===== src/rtl/alu_pkg.sv =====
// Shared ALU-stage definitions: nibble width, saturation limits and the
// state type of the serial subtractor.
package alu_pkg;

  localparam int unsigned NIBBLE_W = 4;
  localparam logic [15:0] SAT_POS  = 16'h7FFF;
  localparam logic [15:0] SAT_NEG  = 16'h8000;

  typedef enum logic [1:0] {
    IDLE = 2'd0,
    RUN  = 2'd1,
    DONE = 2'd2
  } nsub_state_t;

endpackage


===== src/rtl/nibble_sub4.sv =====
// 4-bit A + ~B + cin slice with generate/propagate carry lookahead.
module nibble_sub4
  import alu_pkg::*;
(
  input  logic [NIBBLE_W-1:0] i_a,
  input  logic [NIBBLE_W-1:0] i_b,
  input  logic                i_cin,
  output logic [NIBBLE_W-1:0] o_sum,
  output logic                o_cout
);

  logic [NIBBLE_W-1:0] w_g;
  logic [NIBBLE_W-1:0] w_p;
  logic [NIBBLE_W:0]   w_c;

  assign w_g = i_a & ~i_b;
  assign w_p = i_a ^ ~i_b;

  // Flattened lookahead terms so no carry ripples through the slice.
  assign w_c[0] = i_cin;
  assign w_c[1] = w_g[0] | (w_p[0] & i_cin);
  assign w_c[2] = w_g[1] | (w_p[1] & w_g[0]) | (w_p[1] & w_p[0] & i_cin);
  assign w_c[3] = w_g[2] | (w_p[2] & w_g[1]) | (w_p[2] & w_p[1] & w_g[0])
                | (w_p[2] & w_p[1] & w_p[0] & i_cin);
  assign w_c[4] = w_g[3] | (w_p[3] & w_g[2]) | (w_p[3] & w_p[2] & w_g[1])
                | (w_p[3] & w_p[2] & w_p[1] & w_g[0])
                | (w_p[3] & w_p[2] & w_p[1] & w_p[0] & i_cin);

  assign o_sum  = w_p ^ w_c[NIBBLE_W-1:0];
  assign o_cout = w_c[NIBBLE_W];

endmodule


===== src/rtl/nibble_serial_sub.sv =====
// Nibble-serial two's-complement subtractor (A - B) with valid/ready on both
// sides and N/Z/V/borrow flags. Optional saturation: NSUB_SATURATE_EN.
module nibble_serial_sub
  import alu_pkg::*;
#(
  parameter int unsigned WIDTH = 16
) (
  input  logic             clk,
  input  logic             rst_n,
  input  logic             in_valid,
  output logic             in_ready,
  input  logic [WIDTH-1:0] a,
  input  logic [WIDTH-1:0] b,
  output logic             out_valid,
  input  logic             out_ready,
  output logic [WIDTH-1:0] diff,
  output logic             flag_n,
  output logic             flag_z,
  output logic             flag_v,
  output logic             borrow_out
);

  localparam int unsigned NSTEPS = WIDTH / NIBBLE_W;
  localparam int unsigned STEP_W = (NSTEPS > 1) ? $clog2(NSTEPS) : 1;
  localparam logic [STEP_W-1:0] LAST_STEP = STEP_W'(NSTEPS - 1);

  if ((WIDTH % NIBBLE_W) != 0 || WIDTH == 0) begin : g_width_check
    $error("nibble_serial_sub: WIDTH must be a non-zero multiple of 4");
  end

  nsub_state_t         r_state;
  nsub_state_t         w_state_nxt;
  logic [STEP_W-1:0]   r_step;
  logic [WIDTH-1:0]    r_a;
  logic [WIDTH-1:0]    r_b;
  logic                r_carry;
  logic [WIDTH-1:0]    r_diff;
  logic                r_flag_n;
  logic                r_flag_z;
  logic                r_flag_v;
  logic                r_borrow;
  logic                r_in_ready;
  logic                r_out_valid;

  logic                w_accept;
  logic                w_last;
  logic [NIBBLE_W-1:0] w_a_nib;
  logic [NIBBLE_W-1:0] w_b_nib;
  logic [NIBBLE_W-1:0] w_sum;
  logic                w_cout;
  logic [WIDTH-1:0]    w_raw;
  logic [WIDTH-1:0]    w_final;
  logic                w_v;

  assign w_accept = in_valid & r_in_ready;
  assign w_last   = (r_state == RUN) && (r_step == LAST_STEP);
  assign w_a_nib  = r_a[NIBBLE_W*int'(r_step) +: NIBBLE_W];
  assign w_b_nib  = r_b[NIBBLE_W*int'(r_step) +: NIBBLE_W];

  nibble_sub4 u_nibble_sub4 (
    .i_a    (w_a_nib),
    .i_b    (w_b_nib),
    .i_cin  (r_carry),
    .o_sum  (w_sum),
    .o_cout (w_cout)
  );

  // Full result as it will look once the top nibble lands, for flag/saturation.
  always_comb begin
    w_raw = r_diff;
    w_raw[WIDTH-1 -: NIBBLE_W] = w_sum;
    w_v = (r_a[WIDTH-1] ^ r_b[WIDTH-1]) & (w_raw[WIDTH-1] ^ r_a[WIDTH-1]);
`ifdef NSUB_SATURATE_EN
    if (w_v) begin
      w_final = {r_a[WIDTH-1], {(WIDTH-1){~r_a[WIDTH-1]}}};
    end else begin
      w_final = w_raw;
    end
`else
    w_final = w_raw;
`endif
  end

  always_ff @(posedge clk or negedge rst_n) begin
    if (!rst_n) begin
      r_state <= IDLE;
    end else begin
      r_state <= w_state_nxt;
    end
  end

  always_comb begin
    w_state_nxt = r_state;
    case (r_state)
      IDLE:    if (in_valid) w_state_nxt = RUN;
      RUN:     if (r_step == LAST_STEP) w_state_nxt = DONE;
      DONE:    if (out_ready) w_state_nxt = IDLE;
      default: w_state_nxt = IDLE;
    endcase
  end

  // Handshake outputs registered from the next state.
  always_ff @(posedge clk or negedge rst_n) begin
    if (!rst_n) begin
      r_in_ready  <= 1'b1;
      r_out_valid <= 1'b0;
    end else begin
      r_in_ready  <= (w_state_nxt == IDLE);
      r_out_valid <= (w_state_nxt == DONE);
    end
  end

  always_ff @(posedge clk or negedge rst_n) begin
    if (!rst_n) begin
      r_step   <= '0;
      r_a      <= '0;
      r_b      <= '0;
      r_carry  <= 1'b1;
      r_diff   <= '0;
      r_flag_n <= 1'b0;
      r_flag_z <= 1'b0;
      r_flag_v <= 1'b0;
      r_borrow <= 1'b0;
    end else begin
      if (r_state == IDLE && w_accept) begin
        r_a     <= a;
        r_b     <= b;
        r_carry <= 1'b1;
        r_step  <= '0;
      end else if (r_state == RUN) begin
        r_carry <= w_cout;
        if (w_last) begin
          r_step   <= '0;
          r_diff   <= w_final;
          r_flag_n <= w_final[WIDTH-1];
          r_flag_z <= (w_final == '0);
          r_flag_v <= w_v;
          r_borrow <= ~w_cout;
        end else begin
          r_step <= r_step + STEP_W'(1);
          r_diff[NIBBLE_W*int'(r_step) +: NIBBLE_W] <= w_sum;
        end
      end
    end
  end

  assign in_ready   = r_in_ready;
  assign out_valid  = r_out_valid;
  assign diff       = r_diff;
  assign flag_n     = r_flag_n;
  assign flag_z     = r_flag_z;
  assign flag_v     = r_flag_v;
  assign borrow_out = r_borrow;

endmodule


===== config.mk =====
export PLATFORM = sky130hd
export DESIGN_NAME = nibble_serial_sub
export DESIGN_NICKNAME = d
export VERILOG_FILES = /design/src/rtl/alu_pkg.sv /design/src/rtl/nibble_sub4.sv /design/src/rtl/nibble_serial_sub.sv
export SDC_FILE = /design/constraint.sdc
export NUM_CORES = 1
export LEC_CHECK = 0
export CORE_MARGIN = 1.5
export CORE_UTILIZATION = 50
export DETAILED_ROUTE_END_ITERATION = 6
export GPL_TIMING_DRIVEN = 0
export PLACE_DENSITY = 0.79
export RECOVER_POWER = 25
export SETUP_SLACK_MARGIN = 0.3
export SLEW_MARGIN = 20
export SYNTH_ARGS = -nofsm -noshare
export SYNTH_HDL_FRONTEND = slang
export SYNTH_SLANG_ARGS = --single-unit

===== constraint.sdc =====
create_clock -name clk -period 5.3 [get_ports clk]
set_clock_uncertainty 0.2 [all_clocks]
set_input_delay 0.795 -clock clk [delete_from_list [all_inputs] [get_ports clk]]
set_output_delay 0.795 -clock clk [all_outputs]
set_load 0.1 [all_outputs]

==> impl_metrics.json, run 1 <==
{
  "io_buffers": 57,
  "cpPeakStageDelay_ns": 2.14,
  "crit_arrival_ns": 3.06,
  "seq_area_sq_um": 1479,
  "clockRootBuffer": "clkbuf_8",
  "vias": 1932,
  "violations": "capacitance limit, slew limit",
  "nFillCells": 393,
  "postCtsHoldBufs": 0,
  "clkTransAtPathRegs_ns": 0.06,
  "min_period_over_period": 0.6597,
  "syn-cell-area_sq_um": 2770,
  "htree_num_levels": 3,
  "die_w_um": 77.44,
  "reg2reg_slack_ns": 1.95,
  "nets": 331,
  "yosysSeqAreaShare": 0.5339,
  "finalHoldViolCount": 0,
  "synthesis.nets": 262,
  "path_cells": "clkbuf_4 -> clkbuf_1",
  "post_cts_buffers": 0,
  "cpMaxStageDelayCell": "clkbuf_1",
  "antenna_found_initial": 0,
  "syn_to_final_growth_pct": 30.71,
  "multiInputGateArea_sq_um": 1204,
  "drv_slew": 60,
  "drt_pre_antenna_iters": 4,
  "endpoint_kind": "async pin",
  "ant_nets": 0,
  "critPathTopFamily": "buffers and inverters",
  "cts_made_buffers": 9,
  "yosysWarnings": 0,
  "r2r_end": "diff[3]$_DFFE_PN0P_",
  "finalSetupViolations": 0,
  "cp-start-kind": "input pin",
  "totalNegativeSetupSlack_ns": 0,
  "pin_count": 58,
  "gp_congestion": 0.8059,
  "cts_tree": "built",
  "min_to": "diff[12]$_DFFE_PN0P_",
  "rsz0062_at_grt": "false",
  "min_path_cells": 2,
  "outcome": "finished, violations left",
  "syn-instance-count": 215,
  "drive_gt1_frac": 0.2318,
  "hold_start": "diff[12]$_DFFE_PN0P_",
  "cp_max_fo": 59,
  "post_cts_resized": 0,
  "reg2reg_from": "r_step[0]$_DFFE_PN0P_",
  "crit_type": "in2async",
  "drt-total-wl_mm": 5.184,
  "yosysUniqueCellTypes": 43,
  "hpwl_mm": 3.817,
  "avgRoutedWirePerCell_um": 14.44,
  "drt_iter0_drc": 104,
  "hold_class": "reg2reg",
  "drc_errors": 0,
  "grt_usage": 0.2008,
  "rows": 26,
  "dieArea_sq_um": 5996,
  "first_global_vias": 1933,
  "initial_utilization": 0.5289,
  "synth.avg_cell_area_sq_um": 12.88,
  "overflow": 0,
  "fin_crit_ns": 3.497,
  "via_per_inst": 5.382,
  "slew-limit-headroom": -1.027,
  "cts_sinks": 59,
  "tightest_slew_ns": 3.041,
  "grt_pass1_wl_mm": 9.183,
  "max_cap_viol_count": 1,
  "crit_required_ns": 4.87,
  "rr_worst_depth": 8,
  "clk_path_buf_depth": 2,
  "core_sq_um": 5238,
  "grt_max_degree": 60,
  "ys_seq_elements": 59,
  "diodes": 0,
  "clock_latency_ns": 0.33,
  "fmax_mhz": 286.0,
  "fp.dieH_um": 77.44,
  "cp_num_buf_inv": 2
}
[area by class of cell]
cell class              instances  area share
clock buffers                  15     0.05149
plain buffers                   7     0.01279
multi-input cells             138      0.3324
inverters                      11     0.01140
flip-flops and latches         59      0.4084
well taps                      70     0.02419
clock inverters                 1    0.001382
repair buffers                 58      0.1579
[cell families (layout without fill, tap and decap cells)]
| logic type | count (synthesis) | after routing | synth area share |
|---|---|---|---|
| flops | 59 | 59 | 0.5339 |
| fa+ha+maj | 11 | 11 | 0.05239 |
| mux | 42 | 42 | 0.2028 |
| simple gates | 52 | 52 | 0.09576 |
| buf+inv | 18 | 92 | 0.03162 |
| xor+xnor | 3 | 3 | 0.009487 |
| compound gates | 30 | 30 | 0.07408 |
[layer usage]
| metal | track usage | vias to the layer above | share of wire |
|---|---|---|---|
| li1 | - | 916 | - |
| met1 | 0.2732 | 939 | 0.45 |
| met2 | 0.3035 | 65 | 0.47 |
| met3 | 0.04588 | 12 | 0.055 |
| met4 | 0.1000 | 0 | 0.026 |
| met5 | 0 | - | 0 |
[sequential cells by signal, summed over array words and instances, names as in the netlist, 2 cells and up]
register  cells
r_b          16
r_a          16
r_step        2
diff         16
r_state       2
[worst max-delay path by stage]
stage	from	endpoint	slack, ns	cells after the start
3_3_place_gp	rst_n	r_b[14]$_DFFE_PN0P_	1.41	1
3_5_place_dp	r_step[0]$_DFFE_PN0P_	diff[3]$_DFFE_PN0P_	1.89	8
5_1_grt	rst_n	r_a[8]$_DFFE_PN0P_	1.10	2
4_1_cts	r_step[0]$_DFFE_PN0P_	diff[3]$_DFFE_PN0P_	1.88	8
2_1_floorplan	r_step[0]$_DFFE_PN0P_	flag_z$_DFFE_PN0P_	2.47	8
6_report	rst_n	r_a[15]$_DFFE_PN0P_	1.80	2
[synthesized netlist by cell type, drive strengths merged]
| master | instances | share of area |
|---|---|---|
| o32ai | 1 | 0.0032 |
| nor2 | 5 | 0.0068 |
| nor4b | 1 | 0.0032 |
| fa | 1 | 0.0072 |
| nand2b | 2 | 0.0045 |
| xnor2 | 2 | 0.0063 |
| nor3b | 2 | 0.0095 |
| nor4 | 2 | 0.0045 |
| o2111ai | 1 | 0.0032 |
| o31ai | 7 | 0.019 |
| mux4 | 8 | 0.065 |
| o21ai | 10 | 0.018 |
| or3 | 1 | 0.0023 |
| a211o | 1 | 0.0032 |
| a41oi | 1 | 0.0032 |
| clkbuf | 3 | 0.0041 |
| inv | 11 | 0.015 |
| nor2b | 1 | 0.0023 |
| or2b | 1 | 0.0027 |
| nand3 | 2 | 0.0036 |
| a21oi | 3 | 0.0054 |
| dfstp | 2 | 0.019 |
| xor2 | 1 | 0.0032 |
| and3b | 1 | 0.0032 |
| ha | 10 | 0.045 |
| dfrtp | 57 | 0.51 |
| nor3 | 1 | 0.0036 |
| a21o | 1 | 0.0027 |
| o41ai | 3 | 0.0095 |
| mux2i | 1 | 0.0036 |
| nand2 | 30 | 0.042 |
| nand3b | 1 | 0.0027 |
| or3b | 1 | 0.0032 |
| or2 | 1 | 0.0023 |
| buf | 4 | 0.013 |
| o2bb2ai | 1 | 0.0032 |
| mux2 | 33 | 0.13 |
| a32o | 1 | 0.0036 |
[metrics by stage]
| step | area (sq um) | utilization | setup slack [ns] | std cells | hold WS, ns |
|---|---|---|---|---|---|
| 6_report | 3621 | 0.6914 | 1.803 | 359 | 0.2829 |
| 5_1_grt | 3621 | 0.6914 | 1.105 | 359 | 0.3093 |
| 4_1_cts | 3645 | 0.6959 | 1.879 | 359 | 0.2504 |
| 3_5_place_dp | 3453 | 0.6593 | 1.892 | 343 | 0.2746 |
| 3_3_place_gp | 3428 | 0.6546 | 1.406 | 342 | 0.2597 |
| 2_1_floorplan | 2770 | - | 2.474 | 215 | 0.2751 |
[worst min-delay path, delay by kind of cell, from the launching register on]
family	cells	cell delay, ns
compound gates	1	0.06
simple gates	1	0.05
flops	1	0.34
[cells in the final DEF (no fill, tap or decap), types with 2 or more instances in the layout]
| master | n |
|---|---|
| o41ai_1 | 3 |
| a21oi_1 | 3 |
| nor4_1 | 2 |
| nand3_1 | 2 |
| xnor2_1 | 2 |
| mux2_2 | 33 |
| clkdlybuf4s50_1 | 56 |
| ha_1 | 10 |
| dfrtp_1 | 57 |
| mux4_2 | 8 |
| buf_6 | 2 |
| o31ai_1 | 7 |
| nand2_1 | 29 |
| nand2b_1 | 2 |
| clkbuf_8 | 13 |
| o21ai_0 | 9 |
| nor2_1 | 5 |
| inv_1 | 11 |
| dfstp_2 | 2 |
| clkbuf_1 | 6 |
Power of run 1 is left out: the tool's default activity adds up to more than one toggle a clock period on the data nets, which glitch-free logic cannot reach.
==> inputs of run 2 (changes only) <==
- clock period: 5.3 -> 3.3 ns (I/O delays scaled with it)
==> run 2 against run 1 <==
  * The run now ends clean
  * Hold slack about the same
  * Cell count up 0.28%
  * Sequential cell count unchanged
  * Die area stayed put
  * Critical path type is now reg2reg
  * Count of clock-buffer cells in the layout unchanged
  * Core utilization grew 0.84 points
==> impl_metrics.json, run 2 (synthesis gave the netlist of run 1 again) <==
{
  "grt_max_degree": 60,
  "post_cts_buffers": 0,
  "min_path_cells": 2,
  "final_cell_mix": "57 x dfrtp_1, 56 x clkdlybuf4s50_1, 33 x mux2_2, 29 x nand2_1, 13 x clkbuf_8",
  "grt_usage": 0.2008,
  "slew-limit-headroom": 0.05704,
  "cp_max_fo": 10,
  "cts_sinks": 59,
  "dr_wl_met2_mm": 2.445,
  "drt-total-wl_mm": 5.224,
  "fmax_mhz": 353.2,
  "nFillCells": 386,
  "min_period_over_period": 0.8579,
  "fin_crit_ns": 2.831,
  "cp-start-kind": "flop",
  "rsz0062_at_grt": "false",
  "core_sq_um": 5238,
  "diodes": 0,
  "first_global_vias": 1938,
  "wl_met3_um": 262,
  "nets": 332,
  "dieArea_sq_um": 5996,
  "stdcell_count": 360,
  "outcome": "complete, no violations",
  "drv_slew": 0,
  "endpoint_kind": "flop",
  "finalSetupViolations": 0,
  "wl_met1_mm": 2.381,
  "multiInputGateArea_sq_um": 1226,
  "clk_path_buf_depth": 2,
  "layout_commonest_cell": "dfrtp_1",
  "die_w_um": 77.44,
  "drt_iter0_drc": 117,
  "cts_made_buffers": 9,
  "crit_required_ns": 3.33,
  "drc_errors": 0,
  "clockRootBuffer": "clkbuf_8",
  "rr_worst_depth": 7,
  "initial_utilization": 0.5289,
  "fp.dieH_um": 77.44,
  "vias": 1911,
  "rows": 26,
  "via_per_inst": 5.308,
  "drive_gt1_frac": 0.2448,
  "hpwl_mm": 3.817,
  "crit_arrival_ns": 2.86,
  "cts_tree": "built",
  "clock_latency_ns": 0.33,
  "io_buffers": 57,
  "hold_class": "reg2reg",
  "avgRoutedWirePerCell_um": 14.51,
  "syn_to_final_growth_pct": 32.29,
  "drt_pre_antenna_iters": 4,
  "gp_congestion": 0.8059,
  "clkTransAtPathRegs_ns": 0.06,
  "grt_pass1_wl_mm": 9.211,
  "htree_num_levels": 3,
  "ant_nets": 0,
  "antenna_found_initial": 0,
  "dp.cells": 343,
  "reg2reg_slack_ns": 0.47,
  "highest_layer": "met4",
  "tightest_slew_ns": 1.414,
  "max_cap_viol_count": 0,
  "crit_type": "reg2reg",
  "finalHoldViolCount": 0,
  "pin_count": 58,
  "overflow": 0,
  "seq_area_sq_um": 1479
}
[run 2: layout make-up]
type / instances / share of cell area
Clock buffer: 15 / 0.05087
Tap cell: 70 / 0.02390
Clock inverter: 1 / 0.001366
Multi-Input combinational cell: 138 / 0.3346
Timing Repair Buffer: 59 / 0.1591
Inverter: 11 / 0.01127
Sequential cell: 59 / 0.4036
Buffer: 7 / 0.01536
[run 2: metal layers]
metal	up-vias	GRT usage
li1	914	-
met1	929	0.2740
met2	55	0.3035
met3	13	0.04471
met4	0	0.1000
met5	-	0
[run 2: worst paths after layout]
check	endpoint	start
worst max-delay path	diff[7]$_DFFE_PN0P_	r_step[1]$_DFFE_PN0P_
worst min-delay path	flag_n$_DFFE_PN0P_	flag_n$_DFFE_PN0P_
worst max register to register	diff[7]$_DFFE_PN0P_	r_step[1]$_DFFE_PN0P_
worst min register to register	flag_n$_DFFE_PN0P_	flag_n$_DFFE_PN0P_
max in group asynchronous	r_b[6]$_DFFE_PN0P_	rst_n
min in group asynchronous	diff[10]$_DFFE_PN0P_	rst_n
[run 2: critical path, stage by stage (launching register included)]
cell,delay (ns)
dfrtp_1,0.37
clkbuf_1,0.50
mux4_2,0.43
ha_1,0.38
a41oi_1,0.24
o21ai_2,0.16
xnor2_4,0.19
o31ai_1,0.28
[run 2: timing repair]
item / 4_1_cts / 5_1_grt
endpoints found under the hold margin: 57 / 0
resized for setup: 4 / 4
setup endpoints to repair: 12 / 6
hold buffers: 1 / 0
pin swaps: 0 / 0
[run 2: per-stage QoR]
| step | hold WS [ns] | cell area [sq um] | setup TNS (ns) | setup WS (ns) | utilization |
|---|---|---|---|---|---|
| floorplan | -0.0005910 | 2770 | 0 | 0.4745 | - |
| CTS | 0.2877 | 3670 | 0 | 0.3451 | 0.7007 |
| finish | 0.2832 | 3665 | 0 | 0.4688 | 0.6997 |
| detailed placement | 0.2746 | 3453 | -0.5294 | -0.1084 | 0.6593 |
| global route | 0.3093 | 3665 | 0 | 0.3033 | 0.6997 |
| global placement | 0.2597 | 3428 | -17.01 | -0.2939 | 0.6546 |
Power of run 2 is left out for the same reason.
